`config.mk`:
```
export PLATFORM = sky130hd
export DESIGN_NAME = uart_rx_frame
export DESIGN_NICKNAME = d
export VERILOG_FILES = /design/src/rtl/uart_pkg.sv /design/src/rtl/uart_rx_byte.sv /design/src/rtl/uart_rx_frame.sv
export SDC_FILE = /design/constraint.sdc
export NUM_CORES = 1
export LEC_CHECK = 0
export BUFFER_PORTS_ARGS = -buffer_cell sky130_fd_sc_hd__buf_2
export CAP_MARGIN = 20
export CORE_UTILIZATION = 35
export CTS_BUF_LIST = sky130_fd_sc_hd__clkbuf_8
export CTS_CLUSTER_SIZE = 8
export DETAILED_ROUTE_END_ITERATION = 6
export GPL_TIMING_DRIVEN = 1
export HOLD_SLACK_MARGIN = 0.02
export SYNTH_ARGS = -nofsm -noshare
export SYNTH_HDL_FRONTEND = slang
export SYNTH_HIERARCHICAL = 1
export SYNTH_SLANG_ARGS = --single-unit
```
`constraint.sdc`:
```
create_clock -name sys_clk -period 3.92 [get_ports sys_clk]
set_input_delay 0.784 -clock sys_clk [delete_from_list [all_inputs] [get_ports sys_clk]]
set_output_delay 0.784 -clock sys_clk [all_outputs]
set_load 0.05 [all_outputs]
```
`src/rtl/uart_pkg.sv`:
```
// Shared UART definitions for the receive and transmit paths: clock/baud
// defaults, the bit-period helper and the receiver state encoding.
package uart_pkg;

  localparam int unsigned SYS_CLK_FRE_DEF = 100_000_000;
  localparam int unsigned BPS_DEF         = 9600;
  localparam int unsigned CLK_CNT_W       = 16;

  typedef enum logic [1:0] {
    IDLE,
    START,
    DATA,
    STOP
  } rx_state_e;

  // System clocks per serial bit period.
  function automatic logic [CLK_CNT_W-1:0] bps_cnt(input int unsigned clk_hz,
                                                   input int unsigned bps);
    return CLK_CNT_W'(clk_hz / bps);
  endfunction

endpackage

```
`src/rtl/uart_rx_byte.sv`:
```
// Single 8N1 byte receiver: input synchroniser, start/data/stop FSM and
// mid-bit sampling. Strobes are combinational; the frame layer registers them.
module uart_rx_byte
  import uart_pkg::*;
#(
  parameter int unsigned SYS_CLK_FRE = SYS_CLK_FRE_DEF,
  parameter int unsigned BPS         = BPS_DEF
) (
  input  logic       clk_i,
  input  logic       rst_ni,
  input  logic       rxd_i,
  output logic [7:0] byte_c_o,
  output logic       byte_valid_c_o,
  output logic       stop_err_c_o,
  output logic       start_c_o,
  output logic       idle_c_o,
  output logic       busy_o
);

  localparam logic [CLK_CNT_W-1:0] BPS_CNT  = bps_cnt(SYS_CLK_FRE, BPS);
  localparam logic [CLK_CNT_W-1:0] HALF_END = CLK_CNT_W'(BPS_CNT / 2 - 1);
  localparam logic [CLK_CNT_W-1:0] BIT_END  = CLK_CNT_W'(BPS_CNT - 1);

  logic [1:0]           rxd_sync_q;
  logic                 rxd_edge_q;
  rx_state_e            state_q, state_d;
  logic [CLK_CNT_W-1:0] clk_cnt_q, clk_cnt_d;
  logic [2:0]           bit_idx_q, bit_idx_d;
  logic [7:0]           shift_q, shift_d;
  logic                 busy_q;
  logic                 rxd_s;
  logic                 fall_c;

  assign rxd_s    = rxd_sync_q[1];
  assign fall_c   = rxd_edge_q & ~rxd_s;
  assign byte_c_o = shift_q;
  assign idle_c_o = (state_q == IDLE);
  assign busy_o   = busy_q;

  // Stop bit is sampled one full period after bit 7, i.e. half a bit early,
  // so the FSM is already idle when a back-to-back start edge arrives.
  always_comb begin
    state_d        = state_q;
    clk_cnt_d      = clk_cnt_q;
    bit_idx_d      = bit_idx_q;
    shift_d        = shift_q;
    byte_valid_c_o = 1'b0;
    stop_err_c_o   = 1'b0;
    start_c_o      = 1'b0;
    case (state_q)
      IDLE: begin
        if (fall_c) begin
          start_c_o = 1'b1;
          state_d   = START;
          clk_cnt_d = '0;
        end
      end
      START: begin
        if (clk_cnt_q == HALF_END) begin
          clk_cnt_d = '0;
          bit_idx_d = '0;
          state_d   = rxd_s ? IDLE : DATA;
        end else begin
          clk_cnt_d = clk_cnt_q + CLK_CNT_W'(1);
        end
      end
      DATA: begin
        if (clk_cnt_q == BIT_END) begin
          clk_cnt_d = '0;
          shift_d   = {rxd_s, shift_q[7:1]};
          if (bit_idx_q == 3'd7) begin
            state_d = STOP;
          end else begin
            bit_idx_d = bit_idx_q + 3'd1;
          end
        end else begin
          clk_cnt_d = clk_cnt_q + CLK_CNT_W'(1);
        end
      end
      STOP: begin
        if (clk_cnt_q == BIT_END) begin
          clk_cnt_d      = '0;
          state_d        = IDLE;
          byte_valid_c_o = rxd_s;
          stop_err_c_o   = ~rxd_s;
        end else begin
          clk_cnt_d = clk_cnt_q + CLK_CNT_W'(1);
        end
      end
      default: state_d = IDLE;
    endcase
  end

  always_ff @(posedge clk_i) begin
    if (!rst_ni) begin
      rxd_sync_q <= 2'b11;
      rxd_edge_q <= 1'b1;
      state_q    <= IDLE;
      clk_cnt_q  <= '0;
      bit_idx_q  <= '0;
      shift_q    <= '0;
      busy_q     <= 1'b0;
    end else begin
      rxd_sync_q <= {rxd_sync_q[0], rxd_i};
      rxd_edge_q <= rxd_s;
      state_q    <= state_d;
      clk_cnt_q  <= clk_cnt_d;
      bit_idx_q  <= bit_idx_d;
      shift_q    <= shift_d;
      busy_q     <= (state_d != IDLE);
    end
  end

endmodule

```
`src/rtl/uart_rx_frame.sv`:
```
// Frame assembler on top of the byte receiver: collects NUM_BYTES good bytes
// into one frame and reports stop-bit errors and inter-byte timeouts.
module uart_rx_frame
  import uart_pkg::*;
#(
  parameter int unsigned SYS_CLK_FRE  = SYS_CLK_FRE_DEF,
  parameter int unsigned BPS          = BPS_DEF,
  parameter int unsigned NUM_BYTES    = 10,
  parameter int unsigned TIMEOUT_BITS = 20
) (
  input  logic                   sys_clk,
  input  logic                   sys_rst_n,
  input  logic                   uart_rxd,
  output logic [7:0]             rx_data,
  output logic                   rx_byte_valid,
  output logic [0:8*NUM_BYTES-1] frame_data,
  output logic                   frame_valid,
  output logic                   frame_err,
  output logic                   err_cause,
  output logic                   rx_busy
);

  localparam int unsigned FRAME_W = 8 * NUM_BYTES;
  localparam int unsigned BPS_CNT = 32'(bps_cnt(SYS_CLK_FRE, BPS));
  localparam int unsigned GAP_MAX = TIMEOUT_BITS * BPS_CNT;
  localparam int unsigned GAP_W   = $clog2(GAP_MAX + 1);
  localparam int unsigned CNT_W   = 4;
  localparam logic [GAP_W-1:0] GAP_END   = GAP_W'(GAP_MAX - 1);
  localparam logic [CNT_W-1:0] LAST_BYTE = CNT_W'(NUM_BYTES - 1);

  logic [7:0]         byte_c;
  logic               byte_valid_c, stop_err_c, start_c, idle_c, gap_run_c;
  logic [CNT_W-1:0]   byte_cnt_q, byte_cnt_d;
  logic [GAP_W-1:0]   gap_q, gap_d;
  logic [0:FRAME_W-1] frame_q, frame_d;
  logic [0:FRAME_W-1] frame_data_q, frame_data_d;
  logic [7:0]         rx_data_q, rx_data_d;
  logic               byte_valid_q, byte_valid_d;
  logic               frame_valid_q, frame_valid_d;
  logic               frame_err_q, frame_err_d;
  logic               err_cause_q, err_cause_d;

  uart_rx_byte #(
    .SYS_CLK_FRE (SYS_CLK_FRE),
    .BPS         (BPS)
  ) u_rx_byte (
    .clk_i          (sys_clk),
    .rst_ni         (sys_rst_n),
    .rxd_i          (uart_rxd),
    .byte_c_o       (byte_c),
    .byte_valid_c_o (byte_valid_c),
    .stop_err_c_o   (stop_err_c),
    .start_c_o      (start_c),
    .idle_c_o       (idle_c),
    .busy_o         (rx_busy)
  );

  assign gap_run_c     = idle_c && (byte_cnt_q != '0);
  assign rx_data       = rx_data_q;
  assign rx_byte_valid = byte_valid_q;
  assign frame_data    = frame_data_q;
  assign frame_valid   = frame_valid_q;
  assign frame_err     = frame_err_q;
  assign err_cause     = err_cause_q;

  // A timeout in the same cycle as a start edge is applied first, so the
  // incoming byte opens a fresh frame.
  always_comb begin
    byte_cnt_d    = byte_cnt_q;
    gap_d         = gap_q;
    frame_d       = frame_q;
    frame_data_d  = frame_data_q;
    rx_data_d     = rx_data_q;
    err_cause_d   = err_cause_q;
    byte_valid_d  = 1'b0;
    frame_valid_d = 1'b0;
    frame_err_d   = 1'b0;
    if (gap_run_c) begin
      if (gap_q == GAP_END) begin
        frame_err_d = 1'b1;
        err_cause_d = 1'b1;
        byte_cnt_d  = '0;
        gap_d       = '0;
      end else begin
        gap_d = gap_q + GAP_W'(1);
      end
    end
    if (start_c) begin
      gap_d = '0;
    end
    if (stop_err_c) begin
      frame_err_d = 1'b1;
      err_cause_d = 1'b0;
      byte_cnt_d  = '0;
      gap_d       = '0;
    end
    if (byte_valid_c) begin
      rx_data_d    = byte_c;
      byte_valid_d = 1'b1;
      for (int unsigned k = 0; k < NUM_BYTES; k++) begin
        if (byte_cnt_q == CNT_W'(k)) begin
          frame_d[8*k +: 8] = byte_c;
        end
      end
      if (byte_cnt_q == LAST_BYTE) begin
        frame_data_d  = frame_d;
        frame_valid_d = 1'b1;
        byte_cnt_d    = '0;
      end else begin
        byte_cnt_d = byte_cnt_q + CNT_W'(1);
      end
    end
  end

  always_ff @(posedge sys_clk) begin
    if (!sys_rst_n) begin
      byte_cnt_q    <= '0;
      gap_q         <= '0;
      frame_q       <= '0;
      frame_data_q  <= '0;
      rx_data_q     <= '0;
      byte_valid_q  <= 1'b0;
      frame_valid_q <= 1'b0;
      frame_err_q   <= 1'b0;
      err_cause_q   <= 1'b0;
    end else begin
      byte_cnt_q    <= byte_cnt_d;
      gap_q         <= gap_d;
      frame_q       <= frame_d;
      frame_data_q  <= frame_data_d;
      rx_data_q     <= rx_data_d;
      byte_valid_q  <= byte_valid_d;
      frame_valid_q <= frame_valid_d;
      frame_err_q   <= frame_err_d;
      err_cause_q   <= err_cause_d;
    end
  end

endmodule

```
==> impl_metrics.toml <==
[status]
status = "completed"

[sta]
rsz0062_at_grt = "no"
final_hold_viol_count = 0
slew-limit-headroom_pct = 38.59
worst_slew_pin_slew_ns = 0.9199
drv_slew = 0
min_period_over_period_pct = 86.44
setup_violations = 0
fmax_ghz = 0.2951
tns_ns = 0
finClkSkew_ns = 0.02871
fin_crit_ns = 3.389

[drt]
drcViolationCount = 0
routed_wirelength_microns = 22030
drt_iter0_drc = 486
ant_nets = 0
drt-pass1-iter-count = 5
vias_per_cell = 5.039
vias = 7216
wl_per_cell_microns = 15.39

[cells_and_area]
nets = 1084
syn_to_final_growth_pct = 15.12
drive_gt1_share_pct = 16.86
diodes = 0
design_area_sq_mm = 0.01068
fillers = 2574

[place]
gp_routability_congestion = 0.8150
io_buffers = 95
dpl.hpwl_microns = 13750
postPlaceCellArea_sq_mm = 0.009987

[cts]
cts_resized = 0
path_clk_slew_ns = 0.06
clkLatencyLatePin_ns = 0.54
clock-sinks = 219
cts_inserted_buffers = 39
cts_max_level = 2
cts_buffer_depth = 3
cts_root_buffer = "clkbuf_8"
cts_tree = "done"
post_cts_buffers = 0
hold_buffers = 0

[hold_path]
min_to = "u_rx_byte/rxd_sync_q[1]$_SDFF_PN1_"
hold_depth = 1
hp-class = "flop to flop"
hold_path.startpoint = "u_rx_byte/rxd_sync_q[0]$_SDFF_PN1_"

[floorplanning]
ios = 96
die_w_microns = 164.8
die_h_microns = 164.8
row_count = 59
die_area_sq_mm = 0.02716
core_area_sq_mm = 0.02606
start_util_pct = 35.60

[yosys]
synth.distinct_cells = 62
synth_fp_nets = 1015
synth_ff_type = "dfxtp_1"
yosys.area.top_type = "dfxtp_1"
yosysSeqAreaShare_pct = 47.26
synth_warnings = 6
synthCells = 1008
synth_area_per_cell_sq_um = 9.204
synth_edf_count = 0
ys_seq_elements = 219
synth_top_area_share_pct = 47.26
synth.area.top_cells = "dfxtp_1 47%, mux2i_1 9.8%, nand2_1 8.0%"
synth.most_common_cell = "dfxtp_1"
async_flop_share_pct = 0
synth.top_cells.by_count = "219 x dfxtp_1, 197 x nand2_1, 91 x mux2i_1, 80 x a21boi_0, 57 x clkbuf_1"
netlist_area_sq_mm = 0.009278

[global_routing]
grt_pass1_vias = 6752
grt_antenna_before_repair = 0
grt_max_degree = 71
grt_usage_pct = 16.40
grt_pass1_wl_microns = 35700
grt_overflow = 0

[critical_path]
ff2ff_setup_slack_ns = 0.53
cp-end-kind = "flop"
r2r_cells = 9
crit_slowest_cell = "nand3_1"
cpPeakStageDelay_ns = 0.52
reg2reg_from = "u_rx_byte/clk_cnt_q[0]$_SDFFE_PN0P_"
cp_max_fo = 8
crit_chain = "ha_1 -> nand4_1 -> nor4_1 -> and2_1 -> and3_2 -> nor3b_1 -> nand3_1 -> mux2i_1 -> nor2b_1"
startpoint_type = "flop"
crit_arrival_ns = 3.81
timing.rr.end = "frame_q[49]$_SDFFE_PN0P_"
path_class = "flop to flop"
worstPathRequired_ns = 4.34

[power]
total_leakage_power_nw = 4.404
p_per_area_mw_per_mm2 = 397.3
ir_worst_vdd_mv = 0.2339
fin_total_pwr_mw = 4.244

[run]
cap_viol_max_count = 0
-- through the flow --
stage	instances	setup WS (ns)	util (%)	hold slack, ns
detailed placement	1371	0.5294	38.33	0.3925
global placement	1371	0.6887	38.33	0.3970
finish	1432	0.5314	40.99	0.4297
CTS	1432	0.4977	40.99	0.4284
global route	1432	0.1057	40.99	0.4566
floorplan	1008	1.090	-	0.3863
-- worst max path at each step --
stage                                              startpoint                  endpoint  depth (start not counted)
after floorplan           u_rx_byte/clk_cnt_q[0]$_SDFFE_PN0P_  frame_q[48]$_SDFFE_PN0P_                         10
after global placement    u_rx_byte/clk_cnt_q[0]$_SDFFE_PN0P_  frame_q[52]$_SDFFE_PN0P_                          9
after detailed placement  u_rx_byte/clk_cnt_q[0]$_SDFFE_PN0P_  frame_q[53]$_SDFFE_PN0P_                          9
after CTS                 u_rx_byte/clk_cnt_q[0]$_SDFFE_PN0P_  frame_q[53]$_SDFFE_PN0P_                          9
after global routing      u_rx_byte/clk_cnt_q[0]$_SDFFE_PN0P_  frame_q[52]$_SDFFE_PN0P_                          9
final                     u_rx_byte/clk_cnt_q[0]$_SDFFE_PN0P_  frame_q[49]$_SDFFE_PN0P_                          9
-- layout by cell type, fill, tap and decap left out, types with 3 or more instances in the layout --
master / n
nand4_1: 11
o21ai_0: 16
o211a_1: 33
a21boi_0: 80
xor2_1: 7
o22ai_1: 3
o211ai_1: 4
buf_4: 13
a31oi_1: 4
nor2_2: 9
nand2_1: 197
nand3b_1: 3
or4_1: 3
nor4_1: 3
nand3_1: 49
nor2b_1: 51
nand2b_1: 4
o21a_1: 3
mux2i_1: 91
nor2_1: 27
nor3_1: 4
o31ai_1: 3
buf_2: 94
inv_1: 20
clkbuf_8: 44
and2_1: 6
or3_1: 7
ha_1: 4
and4_1: 5
and3_1: 6
a21oi_1: 26
a21oi_2: 3
dfxtp_1: 219
-- cells by family (layout without fill, tap and decap cells) --
group	after synthesis	count (layout)	synth area share, %
AND/OR/NAND/NOR	408	408	21.87
flip-flops	219	219	47.26
AO/OA/AOI/OAI	189	189	15.70
multiplexers	91	91	9.818
buffers and inverters	88	177	3.965
XOR/XNOR	9	9	0.8497
adder cells (fa/ha/maj)	4	4	0.5395
-- critical path, delay by kind of cell (launching register included) --
kind / cells / cell delay, ns
DFF: 1 / 0.40
muxes: 1 / 0.30
adders and majority gates: 1 / 0.27
and+or+nand+nor: 7 / 2.32
-- metal layers --
layer	wire length, microns	part of all wire (%)	up-vias	global-route usage (%)
met5	0	0	-	0
met3	932	4.2	34	3.039
met1	10590	48	3389	22.61
li1	-	-	3639	-
met2	10170	46	154	25.88
met4	349	1.6	0	4.921
-- where the power goes --
| group | total [mW] | internal (mW) | leakage, nW | switching, mW |
|---|---|---|---|---|
| sequential | 2.23 | 2.23 | 1.76 | 0.00359 |
| clock | 1.93 | 1.02 | 0.400 | 0.911 |
| combinational | 0.0791 | 0.0295 | 2.24 | 0.0496 |
| total | 4.24 | 3.28 | 4.40 | 0.964 |
-- state kept, by name (all words and copies together) (netlist names), 3 cells and up --
signal	flops
frame_q	72
gap_q	18
u_rx_byte/bit_idx_q	3
byte_cnt_q	4
u_rx_byte/byte_c_o	8
u_rx_byte/clk_cnt_q	16
rx_data	8
frame_data	80
-- cell type report --
class / count / area, sq um / share of cell area (%)
sequential: 219 / 4384 / 41.05
multi-input combinational: 701 / 4566 / 42.75
clock buffer: 44 / 605.6 / 5.670
tap: 335 / 419.2 / 3.925
timing repair buffer: 108 / 588.1 / 5.506
clock inverter: 17 / 87.58 / 0.8201
inverter: 8 / 30.03 / 0.2812
No activity file was read; power rests on OpenSTA's default activity.
